===== src/rtl/ser_pkg.sv =====
// ser_pkg: shared definitions for the serial transmitter and its matching
// SIPO receiver.
//   ser_state_t   frame FSM states
//   SER_*_LVL     line levels for idle, start bit and stop bit
//   ser_cw()      counter width helper, never narrower than 1 bit
package ser_pkg;

    typedef enum logic [2:0] {
        IDLE   = 3'd0,
        START  = 3'd1,
        DATA   = 3'd2,
        PARITY = 3'd3,
        STOP   = 3'd4
    } ser_state_t;

    localparam logic SER_IDLE_LVL  = 1'b1;
    localparam logic SER_START_LVL = 1'b0;
    localparam logic SER_STOP_LVL  = 1'b1;

    // Width needed to count 0..n-1; a count of 1 still needs a 1-bit register.
    function automatic int unsigned ser_cw(input int unsigned n);
        return (n > 1) ? $clog2(n) : 1;
    endfunction

endpackage


===== src/rtl/ser_bit_timer.sv =====
// ser_bit_timer: bit-period timer for the serial transmitter.
//   clk   in   rising-edge clock
//   rst   in   synchronous, active-high reset
//   run   in   count while high; the count clears while low
//   tick  out  high in the last clock of each CLKS_PER_BIT-long bit period
module ser_bit_timer
    import ser_pkg::*;
#(
    parameter int unsigned CLKS_PER_BIT = 4
) (
    input  logic clk,
    input  logic rst,
    input  logic run,
    output logic tick
);

    localparam int unsigned TW = ser_cw(CLKS_PER_BIT);
    localparam logic [TW-1:0] LAST = TW'(CLKS_PER_BIT - 1);

    logic [TW-1:0] cnt;

    assign tick = run && (cnt == LAST);

    always_ff @(posedge clk) begin
        if (rst || !run) begin
            cnt <= '0;
        end else if (tick) begin
            cnt <= '0;
        end else begin
            cnt <= cnt + TW'(1);
        end
    end

endmodule


===== src/rtl/piso_serial_tx.sv =====
// piso_serial_tx: parallel-in/serial-out frame transmitter.
// Frame: start bit, DATA_W data bits LSB first, optional even parity, stop bit.
// Each bit is held for CLKS_PER_BIT clocks.
// Build option: define SER_TX_PARITY_EN to insert the even-parity bit.
//   clk       in   rising-edge clock
//   rst       in   synchronous, active-high reset
//   in_valid  in   source has a word on in_data
//   in_data   in   word to send, sampled only on the accept edge
//   in_ready  out  block can accept a word this cycle
//   ser_out   out  registered serial line, idles high
//   busy      out  frame in progress
//   done      out  one-cycle pulse in the final cycle of the stop bit
module piso_serial_tx
    import ser_pkg::*;
#(
    parameter int unsigned DATA_W       = 8,
    parameter int unsigned CLKS_PER_BIT = 4
) (
    input  logic              clk,
    input  logic              rst,
    input  logic              in_valid,
    input  logic [DATA_W-1:0] in_data,
    output logic              in_ready,
    output logic              ser_out,
    output logic              busy,
    output logic              done
);

    localparam int unsigned BW = ser_cw(DATA_W);
    localparam logic [BW-1:0] BIT_LAST = BW'(DATA_W - 1);

    ser_state_t        state;
    logic [DATA_W-1:0] shift_reg;
    logic [BW-1:0]     bit_cnt;
    logic              tick;
    logic              accept;
`ifdef SER_TX_PARITY_EN
    logic              parity_reg;
`endif

    assign in_ready = (state == IDLE) && !rst;
    assign busy     = (state != IDLE);
    assign accept   = in_valid && in_ready;
    // Gated by rst so a frame abandoned in its last stop cycle never reports done.
    assign done     = (state == STOP) && tick && !rst;

    ser_bit_timer #(
        .CLKS_PER_BIT(CLKS_PER_BIT)
    ) u_timer (
        .clk (clk),
        .rst (rst),
        .run (busy),
        .tick(tick)
    );

    // ser_out is loaded one clock ahead of each bit period, so every bit
    // appears on the line exactly at the boundary the timer marks.
    always_ff @(posedge clk) begin
        if (rst) begin
            state      <= IDLE;
            ser_out    <= SER_IDLE_LVL;
            shift_reg  <= '0;
            bit_cnt    <= '0;
`ifdef SER_TX_PARITY_EN
            parity_reg <= 1'b0;
`endif
        end else begin
            case (state)
                IDLE: begin
                    if (accept) begin
                        shift_reg  <= in_data;
`ifdef SER_TX_PARITY_EN
                        parity_reg <= ^in_data;
`endif
                        state      <= START;
                        ser_out    <= SER_START_LVL;
                    end
                end
                START: begin
                    if (tick) begin
                        state     <= DATA;
                        ser_out   <= shift_reg[0];
                        shift_reg <= shift_reg >> 1;
                        bit_cnt   <= '0;
                    end
                end
                DATA: begin
                    if (tick) begin
                        if (bit_cnt == BIT_LAST) begin
                            bit_cnt <= '0;
`ifdef SER_TX_PARITY_EN
                            state   <= PARITY;
                            ser_out <= parity_reg;
`else
                            state   <= STOP;
                            ser_out <= SER_STOP_LVL;
`endif
                        end else begin
                            bit_cnt   <= bit_cnt + BW'(1);
                            ser_out   <= shift_reg[0];
                            shift_reg <= shift_reg >> 1;
                        end
                    end
                end
`ifdef SER_TX_PARITY_EN
                PARITY: begin
                    if (tick) begin
                        state   <= STOP;
                        ser_out <= SER_STOP_LVL;
                    end
                end
`endif
                STOP: begin
                    if (tick) begin
                        state   <= IDLE;
                        ser_out <= SER_IDLE_LVL;
                    end
                end
                default: begin
                    state   <= IDLE;
                    ser_out <= SER_IDLE_LVL;
                end
            endcase
        end
    end

endmodule


===== config.mk =====
export PLATFORM = sky130hd
export DESIGN_NAME = piso_serial_tx
export DESIGN_NICKNAME = d
export VERILOG_FILES = /design/src/rtl/ser_pkg.sv /design/src/rtl/ser_bit_timer.sv /design/src/rtl/piso_serial_tx.sv
export SDC_FILE = /design/constraint.sdc
export NUM_CORES = 1
export LEC_CHECK = 0
export CAP_MARGIN = 20
export CORE_ASPECT_RATIO = 1.2
export CORE_MARGIN = 4
export CORE_UTILIZATION = 38
export CTS_CLUSTER_SIZE = 25
export DETAILED_ROUTE_END_ITERATION = 16
export GPL_TIMING_DRIVEN = 0
export PLACE_DENSITY = 0.69
export SLEW_MARGIN = 20
export SYNTH_ARGS = -nofsm -noshare
export SYNTH_HDL_FRONTEND = slang
export SYNTH_SLANG_ARGS = --single-unit

===== constraint.sdc =====
create_clock -name clk -period 2.6 [get_ports clk]
set_clock_uncertainty 0.05 [all_clocks]
set_input_delay 0.65 -clock clk [delete_from_list [all_inputs] [get_ports clk]]
set_output_delay 0.65 -clock clk [all_outputs]
set_load 0.01 [all_outputs]

==> flow_summary.ini, run 1 <==
[drt]
wl_per_cell_um = 12.60
remaining_drc_errors = 0
ant_nets = 0
via_count = 876
postRouteWirelength_um = 2016
first_pass_iters = 2
detail_route.iter0.violations = 18
vias_per_cell = 5.475

[clock_tree]
hold_buffers = 0
cts_num_sinks = 17
tritoncts = built
worst_skew_pair.late_latency_ns = 0.29
cts_setup_buffers = 0
clock_tree.buffer_depth = 2
cts.root.buffer_cell = clkbuf_4
htree_levels = 1
ctsResizeCount = 9
cts_buffers = 3
cts.reportedPaths.clkPinSlew_ns = 0.10

[global_route]
global_route.usage.total_pct = 14.76
antenna_found_initial = 0
number_of_global_route_vias_before_repair = 865
grt_pass1_wl_um = 3636
grt_start_max_net_pins = 11
grt-ovfl-total = 0

[hold_path]
worst_hold_path_type = register to register

[placed_design]
detailedPlacementHpwl_um = 1480
buffer_ports.inserted = 14
place.gp.congestion = 0.8112

[critical_path]
crit_path_end_kind = primary output
slowest_stage = clkdlybuf4s50_1
timing_worst_setup_path_type = register to primary output
worst_setup_path_start_kind = register
worstPathMaxFanout = 10
worst-endpoint-required_ns = 1.90
cp_cell_sequence = clkbuf_2, nor3_2, inv_1, clkdlybuf4s50_1
arrival_time_of_data_at_the_critical_path_endpoint_ns = 1.72
crit_path_largest_cell_delay_ns = 0.49

[die]
placeableCoreArea_um2 = 2306
rows = 19
floorplan.initialDensity_pct = 39.93
die-area_um2 = 3278
fp.dieH_um = 61.93
fp.dieW_um = 52.94
boundary_pins = 15

[logic_synthesis]
ys_async_sr_fraction_pct = 0
synthesis.instances = 112
number_of_enable_type_register_cells_in_the_synthesized_netlist = 0
synth.distinct_cells = 31
ys_seq_elements = 17
ys_dominant_reg_cell = dfxtp_1
synth.yosys.warnings = 0
synth.net_count = 126
cell_area_after_synthesis_um2 = 920.9
syn_area_per_cell_um2 = 8.222
synth.yosys.seq_area_share_pct = 36.96

[cells_and_area]
num_antenna_cells = 0
syn_to_final_growth_pct = 25.00
layout-drive-gt1-share_pct = 12.40
mostFrequentLayoutCells = 17 x nand2_1, 17 x dfxtp_1, 15 x nor2_1, 11 x clkdlybuf4s50_1, 9 x a21oi_1
fill_cells = 236
multi_input_comb_area_um2 = 529.3
largest_reg_flops = 8
sequential_cell_area_um2 = 340.3
layout.nets = 144

[power]
power.ir.vdd_worst_v = 0.0003528
totalPowerFinal_uw = 518.6
power_density_nw_per_um2 = 450.5
leakage_nw = 0.4394

[sta]
clock.fmax_mhz = 413.0
fin_worst_hold_slack_ns = 0.3865
rsz0062_at_grt = false
timing_worst_slew_pin_value_ns = 0.5739
finalCritPeriodShare_pct = 93.12
timing_max_transition_violations_final = 0
fin_crit_ns = 2.421
max_slew_margin_pct = 61.60
setup_viol_count_final = 0
hold_viol = 0

[job]
drv.max_cap_violation_count = 0

[run_status]
outcome = completed
==> report_power, final <==
| group | total (mW) | switching [mW] | internal, mW |
|---|---|---|---|
| combinational | 0.0949 | 0.0455 | 0.0494 |
| clock | 0.145 | 0.0850 | 0.0597 |
| sequential | 0.279 | 0.00628 | 0.273 |
| total | 0.519 | 0.137 | 0.382 |
==> cell usage after synthesis, types with 3 or more instances <==
| master | count | share of area, % |
|---|---|---|
| dfxtp_1 | 17 | 37 |
| ha_1 | 3 | 4.1 |
| nand2_1 | 17 | 6.9 |
| a21oi_1 | 9 | 4.9 |
| o21ai_0 | 4 | 2.2 |
| nor2_1 | 15 | 6.1 |
| nor3_1 | 5 | 2.7 |
| clkbuf_1 | 7 | 2.9 |
| a311oi_1 | 5 | 4.8 |
==> stage by stage <==
stage	utilization, %	std cells	setup WS, ns	area, um^2	setup TNS (ns)
2_1_floorplan	-	112	0.6107	920.9	0
3_3_place_gp	47.69	157	-0.3677	1100	-0.6862
3_5_place_dp	47.69	157	-0.3783	1100	-0.7207
4_1_cts	49.81	161	0.006717	1149	0
5_1_grt	49.92	160	0.05114	1151	0
6_report	49.92	160	0.1788	1151	0
==> area by class of cell <==
cell class | count | area share (%)
repair buffers | 14 | 12.17
multi-input cells | 84 | 45.98
inverters | 2 | 0.6522
plain buffers | 8 | 5.978
clock buffers | 4 | 2.283
flip-flops and latches | 17 | 29.57
well taps | 31 | 3.370
==> layer usage <==
layer | vias to the layer above | wire length, um | part of all wire [%] | GRT usage (%)
met5 | - | 0 | 0 | 0
met4 | 0 | 15 | 0.74 | 6.204
met3 | 4 | 78 | 3.9 | 3.103
met2 | 14 | 1007 | 50 | 26.60
met1 | 424 | 915 | 45 | 16.86
li1 | 434 | - | - | -
==> cell families after synthesis <==
kind of cell | after synthesis | share of synthesized area [%]
compound gates | 24 | 20.25
flops | 17 | 36.96
xor+xnor | 1 | 0.9513
fa+ha+maj | 3 | 4.077
buf+inv | 11 | 6.115
simple gates | 54 | 29.48
mux | 2 | 2.174
==> final timing paths <==
check | startpoint | end | slack (ns) | cells past startpoint
max reg2reg | bit_cnt[0]$_SDFFE_PP0P_ | shift_reg[3]$_SDFFE_PP0P_ | 0.42 | 7
min | u_timer.cnt[0]$_SDFF_PP0_ | u_timer.cnt[0]$_SDFF_PP0_ | 0.39 | 1
min reg2reg | u_timer.cnt[0]$_SDFF_PP0_ | u_timer.cnt[0]$_SDFF_PP0_ | 0.39 | 1
max | state[1]$_SDFFE_PP0P_ | busy | 0.18 | 4
==> critical path: cells and delay by family (launching register included) <==
kind	cells	cell delay, ns
buffers and inverters	3	0.79
flip-flops	1	0.37
AND/OR/NAND/NOR	1	0.27
(Power assumes the default switching activity.)
==> inputs of run 2 (changes only) <==
--- a/config.mk
+++ b/config.mk
@@ -11,8 +11,9 @@
 export CORE_UTILIZATION = 38
 export CTS_CLUSTER_SIZE = 25
 export DETAILED_ROUTE_END_ITERATION = 16
-export GPL_TIMING_DRIVEN = 0
+export GPL_TIMING_DRIVEN = 1
 export PLACE_DENSITY = 0.69
+export SKIP_LAST_GASP = 1
 export SLEW_MARGIN = 20
 export SYNTH_ARGS = -nofsm -noshare
 export SYNTH_HDL_FRONTEND = slang
==> run 2 against run 1 <==
Clock power hardly changed. Routed wire length is 1.5% higher. Sequential cell count stayed put. Final area is 0.33% lower. Highest routed layer unchanged. Cell count stayed put. Critical path depth is 1 lower. Combinational power is 3.2% lower. Largest cell class unchanged. Sequential share of layout area is 0.097 points higher. Sequential power hardly changed. Worst hold slack better by 0.029 ns. Clock-buffer cell count stayed put.
==> flow_summary.ini, run 2 (synthesis results as in run 1) <==
[run_status]
outcome = completed

[global_route]
grt_start_max_net_pins = 17
global_route.usage.total_pct = 14.13
number_of_global_route_vias_before_repair = 864
antenna_found_initial = 0
grt-ovfl-total = 0
grt_pass1_wl_um = 3498

[power]
power.share.clock_pct = 27.5
internal-power_uw = 381.8
power.ir.vdd_worst_v = 0.0004021
leakage_nw = 0.4318
switching_share_pct = 25.87
power_density_nw_per_um2 = 448.9
switchingPower_uw = 133.3
totalPowerFinal_uw = 515.1
combinationalPowerShare_pct = 17.8
power_frac_seq_pct = 54.7

[cells_and_area]
final-instance-count-excl-fill = 160
final_design_area_no_fill_um2 = 1147
fill_cells = 246
layout.nets = 144
largest_reg_flops = 8
syn_to_final_growth_pct = 24.59
num_antenna_cells = 0
mostFrequentLayoutCells = 17 x nand2_1, 17 x dfxtp_1, 15 x nor2_1, 12 x clkdlybuf4s50_1, 9 x a21oi_1
layout-drive-gt1-share_pct = 12.40
finalCoreUtilization_pct = 49.76

[placed_design]
detailed_place.area_um2 = 1124
place_worst_setup_slack_ns = 0.004805
detailedPlacementHpwl_um = 1552
buffer_ports.inserted = 14
place.gp.congestion = 0.7759
placedCellCount = 156

[clock_tree]
cts_setup_buffers = 0
cts.reportedPaths.clkPinSlew_ns = 0.10
cts_num_sinks = 17
cts_buffers = 3
worst_skew_pair.late_latency_ns = 0.29
cts.root.buffer_cell = clkbuf_4
clock_tree.buffer_depth = 2
hold_buffers = 0
tritoncts = built
htree_levels = 1

[critical_path]
worst_setup_path_start_kind = register
crit_path_end_kind = primary output
startpoint = state[0]$_SDFFE_PP0P_
arrival_time_of_data_at_the_critical_path_endpoint_ns = 1.67
worst-endpoint-required_ns = 1.90
rr_startpoint = bit_cnt[0]$_SDFFE_PP0P_
reg2reg_depth = 7
ff2ff_setup_slack_ns = 0.54
capturing_point_of_the_worst_reg2reg_path = shift_reg[1]$_SDFFE_PP0P_
timing_worst_setup_path_type = register to primary output
worstPathMaxFanout = 10

[hold_path]
endpoint_of_the_worst_hold_timing_path = u_timer.cnt[0]$_SDFF_PP0_
worst_hold_path_type = register to register
hold-path-cell-count = 1
hold_start = u_timer.cnt[0]$_SDFF_PP0_

[sta]
hold_viol = 0
fin_crit_ns = 2.371
timing_max_transition_violations_final = 0
setup_tns_ns = 0
clock.fmax_mhz = 421.8
max_slew_margin_pct = 61.82
setup_viol_count_final = 0
rsz0062_at_grt = false
finalWorstSetupSlack_ns = 0.2292
finalCritPeriodShare_pct = 91.19
timing_worst_slew_pin_value_ns = 0.5706
fin_worst_hold_slack_ns = 0.4153

[die]
placeableCoreArea_um2 = 2306
floorplan.initialDensity_pct = 39.93
fp.dieH_um = 61.93
fp.dieW_um = 52.94
die-area_um2 = 3278
rows = 19
boundary_pins = 15

[drt]
detail_route.iter0.violations = 33
postRouteWirelength_um = 2047
first_pass_iters = 4
wl_per_cell_um = 12.79
remaining_drc_errors = 0
ant_nets = 0
vias_per_cell = 5.350
via_count = 856

[job]
drv.max_cap_violation_count = 0
run 2: critical path: stages (launching register included):
cell	delay [ns]
dfxtp_1	0.42
nor3_1	0.37
inv_1	0.11
clkdlybuf4s50_1	0.49
run 2: worst max path at each step:
stage	endpoint	slack, ns	cells past startpoint
floorplan	shift_reg[2]$_SDFFE_PP0P_	0.61	7
global placement	in_ready	0.003	4
finish	busy	0.23	3
CTS	busy	0.22	3
detailed placement	done	0.005	3
global route	busy	0.11	3
run 2: power groups by stage:
| stage | clock (mW) | combinational, mW | sequential (mW) |
|---|---|---|---|
| after global routing | 0.157 | 0.102 | 0.284 |
| final | 0.142 | 0.0919 | 0.282 |
| after detailed placement | 0 | 0.0933 | 0.288 |
| after floorplan | 0 | 0.0573 | 0.284 |
| after CTS | 0.145 | 0.0930 | 0.282 |
| after global placement | 0 | 0.0910 | 0.287 |
run 2: per-layer routing:
metal / GRT usage (%) / wire length [um] / share of wire, %
met1: 15.45 / 889 / 43
met2: 27.66 / 1059 / 52
met3: 2.387 / 87 / 4.3
met4: 4.015 / 11 / 0.54
met5: 0 / 0 / 0
run 2: timing repair:
| action | CTS | global route |
|---|---|---|
| endpoints found under the hold margin | 0 | 0 |
| resized for setup | 2 | 0 |
| endpoints found under the setup margin | 2 | 0 |
run 2: cell type report:
class,count,area (um^2),share of cell area (%)
well taps,31,38.79,3.381
inverters,2,7.507,0.6543
multi-input cells,84,524.3,45.69
flip-flops and latches,17,340.3,29.66
clock buffers,4,26.28,2.290
repair buffers,22,210.2,18.32
==> inputs of run 3 (changes only) <==
--- a/config.mk
+++ b/config.mk
@@ -18,3 +18,4 @@
 export SYNTH_ARGS = -nofsm -noshare
 export SYNTH_HDL_FRONTEND = slang
 export SYNTH_SLANG_ARGS = --single-unit
+export TNS_END_PERCENT = 20
==> run 3 against run 2 <==
Sequential share of layout area is 0.097 points lower. Core utilization is 0.16 points higher. Via count down 0.47%. Final area up 0.33%. Cell count stayed put.
==> flow_summary.ini, run 3 (synthesis results as in run 1) <==
[clock_tree]
htree_levels = 1
clock_tree.buffer_depth = 2
tritoncts = built
cts_num_sinks = 17
worst_skew_pair.late_latency_ns = 0.29
cts.reportedPaths.clkPinSlew_ns = 0.10
cts_buffers = 3
cts.root.buffer_cell = clkbuf_4
cts_setup_buffers = 0

[placed_design]
detailedPlacementHpwl_um = 1552
place_worst_setup_slack_ns = 0.004805
place.gp.congestion = 0.7759
buffer_ports.inserted = 14

[critical_path]
reg2reg_depth = 7
ff2ff_setup_slack_ns = 0.54
worstPathMaxFanout = 10
worst-endpoint-required_ns = 1.90
arrival_time_of_data_at_the_critical_path_endpoint_ns = 1.67
capturing_point_of_the_worst_reg2reg_path = shift_reg[1]$_SDFFE_PP0P_
timing_worst_setup_path_type = register to primary output
startpoint = state[0]$_SDFFE_PP0P_
crit_path_end_kind = primary output
rr_startpoint = bit_cnt[0]$_SDFFE_PP0P_
worst_setup_path_start_kind = register
crit_path_end = busy

[power]
switchingPower_uw = 133.4
switching_share_pct = 25.89
power.ir.vdd_worst_v = 0.0004022
power_frac_seq_pct = 54.7
power.share.clock_pct = 27.5
totalPowerFinal_uw = 515.2
leakage_nw = 0.4456
power_density_nw_per_um2 = 447.6
combinationalPowerShare_pct = 17.8
internal-power_uw = 381.8

[drt]
via_count = 852
postRouteWirelength_um = 2044
detail_route.iter0.violations = 32
remaining_drc_errors = 0
wl_per_cell_um = 12.78
first_pass_iters = 4
vias_per_cell = 5.325
ant_nets = 0

[sta]
finalCritPeriodShare_pct = 91.18
timing_max_transition_violations_final = 0
max_slew_margin_pct = 61.76
timing_worst_slew_pin_value_ns = 0.5716
clock.fmax_mhz = 421.8
hold_viol = 0
finalWorstSetupSlack_ns = 0.2292
rsz0062_at_grt = false
fin_crit_ns = 2.371
fin_worst_hold_slack_ns = 0.4152
setup_viol_count_final = 0

[hold_path]
worst_hold_path_type = register to register

[die]
rows = 19
boundary_pins = 15
fp.dieW_um = 52.94
die-area_um2 = 3278
placeableCoreArea_um2 = 2306
fp.dieH_um = 61.93
floorplan.initialDensity_pct = 39.93

[global_route]
grt_start_max_net_pins = 17
number_of_global_route_vias_before_repair = 864
grt-ovfl-total = 0
global_route.usage.total_pct = 14.13
grt_pass1_wl_um = 3498
antenna_found_initial = 0

[cells_and_area]
largest_reg_flops = 8
layout-drive-gt1-share_pct = 12.40
finalCoreUtilization_pct = 49.92
layout.nets = 144
syn_to_final_growth_pct = 25.00
num_antenna_cells = 0
mostFrequentLayoutCells = 17 x nand2_1, 17 x dfxtp_1, 15 x nor2_1, 12 x clkdlybuf4s50_1, 9 x a21oi_1

[run_status]
outcome = completed

[job]
drv.max_cap_violation_count = 0
## run 3: cell count changes in the layout (fill, tap and decap cells not counted)
| cell | previous run | this run |
|---|---|---|
| dlymetal6s2s_1 | 0 | 1 |
| dlygate4sd2_1 | 2 | 1 |
## run 3: layout make-up
class | instances | area (um^2)
sequential | 17 | 340.3
multi-input combinational | 84 | 524.3
inverter | 2 | 7.507
fill | 244 | 1155
clock buffer | 4 | 26.28
tap | 31 | 38.79
timing repair buffer | 22 | 214.0
## run 3: metal layers
metal,global-route usage (%),vias up,routed length (um)
met5,0,-,0
met4,4.015,0,11
met3,2.387,2,79
met2,27.66,18,1048
met1,15.45,397,903
li1,-,435,-
## run 3: per-stage QoR
step           std cells  cell area (um^2)  setup TNS, ns
6_report             160              1151              0
5_1_grt              160              1151              0
2_1_floorplan        112             920.9              0
3_3_place_gp         156              1124              0
3_5_place_dp         156              1124              0
4_1_cts              160              1149     -0.0008695
## run 3: worst min path at each step
stage                              startpoint                   endpoint  slack, ns  cells past startpoint
finish              u_timer.cnt[0]$_SDFF_PP0_  u_timer.cnt[0]$_SDFF_PP0_       0.42                      1
global route        u_timer.cnt[0]$_SDFF_PP0_  u_timer.cnt[0]$_SDFF_PP0_       0.44                      1
CTS                 u_timer.cnt[0]$_SDFF_PP0_  u_timer.cnt[0]$_SDFF_PP0_       0.42                      1
detailed placement  u_timer.cnt[0]$_SDFF_PP0_  u_timer.cnt[0]$_SDFF_PP0_       0.40                      1
global placement    u_timer.cnt[0]$_SDFF_PP0_  u_timer.cnt[0]$_SDFF_PP0_       0.37                      1
floorplan           u_timer.cnt[0]$_SDFF_PP0_  u_timer.cnt[0]$_SDFF_PP0_       0.36                      1
## run 3: worst max-delay path: stages, from the launching register on
cell	delay [ns]
dfxtp_1	0.42
nor3_1	0.37
inv_1	0.11
clkdlybuf4s50_1	0.49
## run 3: power by group through the flow
stage	Sequential (mW)	Clock, mW	Combinational [mW]
2_1_floorplan	0.284	0	0.0573
3_3_place_gp	0.287	0	0.0910
3_5_place_dp	0.288	0	0.0933
4_1_cts	0.282	0.145	0.0930
5_1_grt	0.284	0.157	0.102
6_report	0.282	0.142	0.0919
## run 3: what timing repair did
action	4_1_cts	5_1_grt
setup endpoints to repair	2	1
resized for setup	1	1
hold buffers	0	0
==> patch 1, RTL diff (settings of run 2) <==
Set the parameter `DATA_W` to 10 (it was 8).
--- a/src/rtl/piso_serial_tx.sv
+++ b/src/rtl/piso_serial_tx.sv
@@ -15,3 +15,3 @@
 #(
-    parameter int unsigned DATA_W       = 8,
+    parameter int unsigned DATA_W       = 10,
     parameter int unsigned CLKS_PER_BIT = 4
Ports: changed (resized in_data); port bits go from 15 to 17. No check against the original RTL was run, so the function may have changed too.
==> patch 1 against run 2 <==
- sequential cell count rose by 3
- setup slack improved by 70 ps
- critical path depth unchanged
- core utilization shrank 1.3 points
- final cell count up 6.3%
- hold slack worse by 26 ps
- power up 13%
- wire length up 13%
- die area up 19%
- area after synthesis is 22% higher
- sequential power grew 16%
- first-iteration DRC count fell by 9.1%
- cell area grew 19%
- highest routed layer unchanged
==> patch 1: results <==
export IMPL_synth_xor_area_share_pct=0.7786
export IMPL_worstReg2RegEnd="bit_cnt[1]"
export IMPL_synth_cell_type_count=39
export IMPL_crit_path_start="state[2]"
export IMPL_route_met2_wl_um=1104
export IMPL_largest_reg_flops=10
export IMPL_grt_use_total_pct=13.06
export IMPL_synth_compound_area_share_pct=26.59
export IMPL_synthMuxAreaShare_pct=8.009
export IMPL_synth_fa_ha_area_share_pct=3.337
export IMPL_use_met2_pct=22.88
export IMPL_r2r_start="bit_cnt[1]"
export IMPL_first_iter_violations=30
export IMPL_port_buffers=16
export IMPL_reg2reg_depth=6
export IMPL_grt_pass1_vias=926
export IMPL_critPathMaxFanout=11
export IMPL_dp_hpwl_um=1660
export IMPL_p_sw_w=0.0001504
export IMPL_layout_drive_gt1_share_pct=19.12
export IMPL_final_nets=154
export IMPL_use_met1_pct=15.70
export IMPL_rrSetupSlack_ps=780
export IMPL_crit_path_max_incr_delay_ps=580
export IMPL_gp_congestion=0.7216
export IMPL_grt_pass1_wl_um=4084
export IMPL_met3_usage_pct=3.442
export IMPL_routedWlPerCell_um=13.63
export IMPL_ir_drop_v=0.0002141
export IMPL_outcome="completed"
export IMPL_wl_met1_um=1112
export IMPL_grt_max_degree=15
export IMPL_fmax_ghz=0.4345
export IMPL_synth_ff_type="dfxtp_1"
export IMPL_p_leak_nw=0.4929
export IMPL_yosysSeqAreaShare_pct=35.60
export IMPL_slew_headroom_pct=70.29
export IMPL_vias=945
export IMPL_h_tree_depth=1
export IMPL_synthTopCellsByArea="dfxtp_1 (36%), a211oi_2 (8.9%), mux2i_1 (8.0%), a21oi_1 (7.6%), ha_1 (3.3%)"
export IMPL_dpl_worst_slack_ps=10.79
export IMPL_comb_power_share_pct=18.8
export IMPL_met3WireLength_um=91
export IMPL_syn_nets=135
==> patch 1: logic make-up after synthesis <==
family          count (synthesis)
compound gates                 39
simple gates                   34
flops                          20
buf+inv                        13
mux                             9
fa+ha+maj                       3
xor+xnor                        1
==> patch 1: what timing repair did <==
| action | CTS | global route |
|---|---|---|
| setup endpoints to repair | 1 | 1 |
| gates resized for setup | 1 | 2 |
| hold buffers | 0 | 0 |
==> patch 1: through the flow <==
step	std cells	hold slack, ps	instance area, µm²	power, W
floorplan	119	355.3	1125	0.0004055
global placement	167	363.8	1334	0.0004426
detailed placement	167	378.4	1334	0.0004454
CTS	170	394.6	1355	0.0005919
global route	170	400.2	1363	0.0006117
finish	170	388.8	1363	0.0005829
==> patch 1: area by class of cell <==
class                   instances  area, µm²
clock buffers                   3      22.52
fillers                       282       1449
inverters                       3      11.26
multi-input cells              86      664.4
flip-flops and latches         20      400.4
well taps                      34      42.54
repair buffers                 24      221.5
==> patch 2, RTL diff (config.mk and constraints of run 2) <==
Made on the original files. The 5 states of `ser_state_t` get a one-hot encoding in 5 bits.
--- a/src/rtl/ser_pkg.sv
+++ b/src/rtl/ser_pkg.sv
@@ -7,8 +7,8 @@
 
-    typedef enum logic [2:0] {
-        IDLE   = 3'd0,
-        START  = 3'd1,
-        DATA   = 3'd2,
-        PARITY = 3'd3,
-        STOP   = 3'd4
+    typedef enum logic [4:0] {
+        IDLE   = 5'b00001,
+        START  = 5'b00010,
+        DATA   = 5'b00100,
+        PARITY = 5'b01000,
+        STOP   = 5'b10000
     } ser_state_t;
Behaviour: same outputs for any inputs over 10 cycles, from zero or initial values and one cycle with rst high; not proved beyond that.
==> patch 2 against run 2 <==
- core utilization down 1.1 points
- setup slack worse by 70 ps
- non-clock buffer count is the same
- cell area rose by 9.3%
- sequential cell count up 1
- first-iteration DRC count down 48%
- hold slack got worse by 13 ps
- sequential share of layout area decreased by 0.92 points
- area after synthesis rose by 13%
- wire length up 2.8%
Power is not compared: it rests on default switching activity, and its combinational part moved more than twofold at a synthesized area within 25%.
==> patch 2: results <==
export IMPL_finalWorstSetupSlack_ps=158.7
export IMPL_synth_largest_area_cell="dfxtp_1"
export IMPL_ir_drop_v=0.0003375
export IMPL_whs_ps=402.2
export IMPL_p_leak_nw=0.5115
export IMPL_synth_compound_area_share_pct=25.78
export IMPL_crit_path_max_incr_delay_ps=510
export IMPL_synth_cell_type_count=39
export IMPL_port_buffers=14
export IMPL_outcome="completed"
export IMPL_dp_hpwl_um=1576
export IMPL_met3WireLength_um=72
export IMPL_grt_pass1_wl_um=3663
export IMPL_worst_skew_pair_late_latency_ps=280
export IMPL_synth_top_cells_by_count="dfxtp_1 (18), a21oi_1 (8), mux2i_1 (8)"
export IMPL_postSynthCellCount=108
export IMPL_top_layer_used="met4"
export IMPL_async_flop_share_pct=0
export IMPL_synthTopCellsByArea="dfxtp_1 (35%), mux2i_1 (7.7%), a311oi_1 (5.9%), buf_6 (4.3%), a21oi_1 (3.8%)"
export IMPL_rrSetupSlack_ps=510
export IMPL_synthMuxAreaShare_pct=7.674
export IMPL_synth_xor_area_share_pct=0.8393
export IMPL_yosysSeqAreaShare_pct=34.53
export IMPL_grt_pass1_vias=825
export IMPL_wl_met1_um=961
export IMPL_postPlaceCellArea_um2=1229
export IMPL_synth_fa_ha_area_share_pct=3.597
export IMPL_h_tree_depth=1
export IMPL_layout_cells_non_filler=157
export IMPL_cts_clk_slew_worst_paths_ps=100
export IMPL_routedWlPerCell_um=13.40
export IMPL_dp_cells=154
export IMPL_critPathMaxFanout=17
export IMPL_viasPerCell=5.605
export IMPL_synth_warnings=0
export IMPL_syn_nets=122
export IMPL_hp_class="flip-flop to flip-flop"
export IMPL_fillers=266
export IMPL_cts_root_buffer_cell="clkbuf_4"
export IMPL_antenna_found_initial=0
export IMPL_first_iter_violations=17
export IMPL_ctsLongestPathBuffers=2
export IMPL_slew_headroom_pct=65.80
export IMPL_grt_overflow=0
export IMPL_critical_path_slowest_cell="clkdlybuf4s50_1"
export IMPL_dr_pass1_iters=4
export IMPL_largest_reg_flops=8
export IMPL_num_antenna_cells=0
export IMPL_layout_drive_gt1_share_pct=15.32
export IMPL_gp_congestion=0.7069
export IMPL_dpl_worst_slack_ps=-109.1
export IMPL_route_met2_wl_um=1052
export IMPL_arrival_ps=1740
export IMPL_final_nets=140
export IMPL_grt_use_total_pct=12.49
export IMPL_grt_max_degree=18
## patch 2: logic make-up (layout without fill, tap and decap cells)
family | count (synthesis) | after routing
xor+xnor | 1 | 1
mux | 8 | 8
buf+inv | 13 | 29
fa+ha+maj | 3 | 3
simple gates | 32 | 32
compound gates | 33 | 33
flops | 18 | 18
## patch 2: cell type report
cell class / instances / area (µm²) / area share, %
clock buffers: 3 / 22.52 / 1.796
inverters: 4 / 15.01 / 1.198
multi-input cells: 77 / 604.3 / 48.20
flip-flops and latches: 18 / 360.3 / 28.74
well taps: 33 / 41.29 / 3.293
repair buffers: 22 / 210.2 / 16.77
## patch 2: power by group
group,leakage (nW),switching [W],internal [W]
clock,0.0138,0.0000796,0.0000538
sequential,0.148,0.0000144,0.000305
combinational,0.350,0.0000928,0.0000959
## patch 2: path summary, 6_finish.rpt
| path | from | end | cells after the start |
|---|---|---|---|
| setup reg to reg | bit_cnt[0] | shift_reg[0] | 6 |
| setup / recovery | rst | in_ready | 4 |
| hold / removal | u_timer.cnt[0] | u_timer.cnt[0] | 1 |
| hold reg to reg | u_timer.cnt[0] | u_timer.cnt[0] | 1 |
## patch 2: metal layers
layer | track usage, % | up-vias
li1 | - | 446
met1 | 15.61 | 421
met2 | 20.86 | 11
met3 | 1.965 | 2
met4 | 6.231 | 0
met5 | 0 | -
## patch 2: what timing repair did
action                     CTS  global route
buffers inserted             0             0
setup endpoints to repair    2             0
gates resized for setup      3             0
## patch 2: critical path: cells and delay by family
kind	cells	cell delay [ps]
simple gates	1	70
buf+inv	3	1030
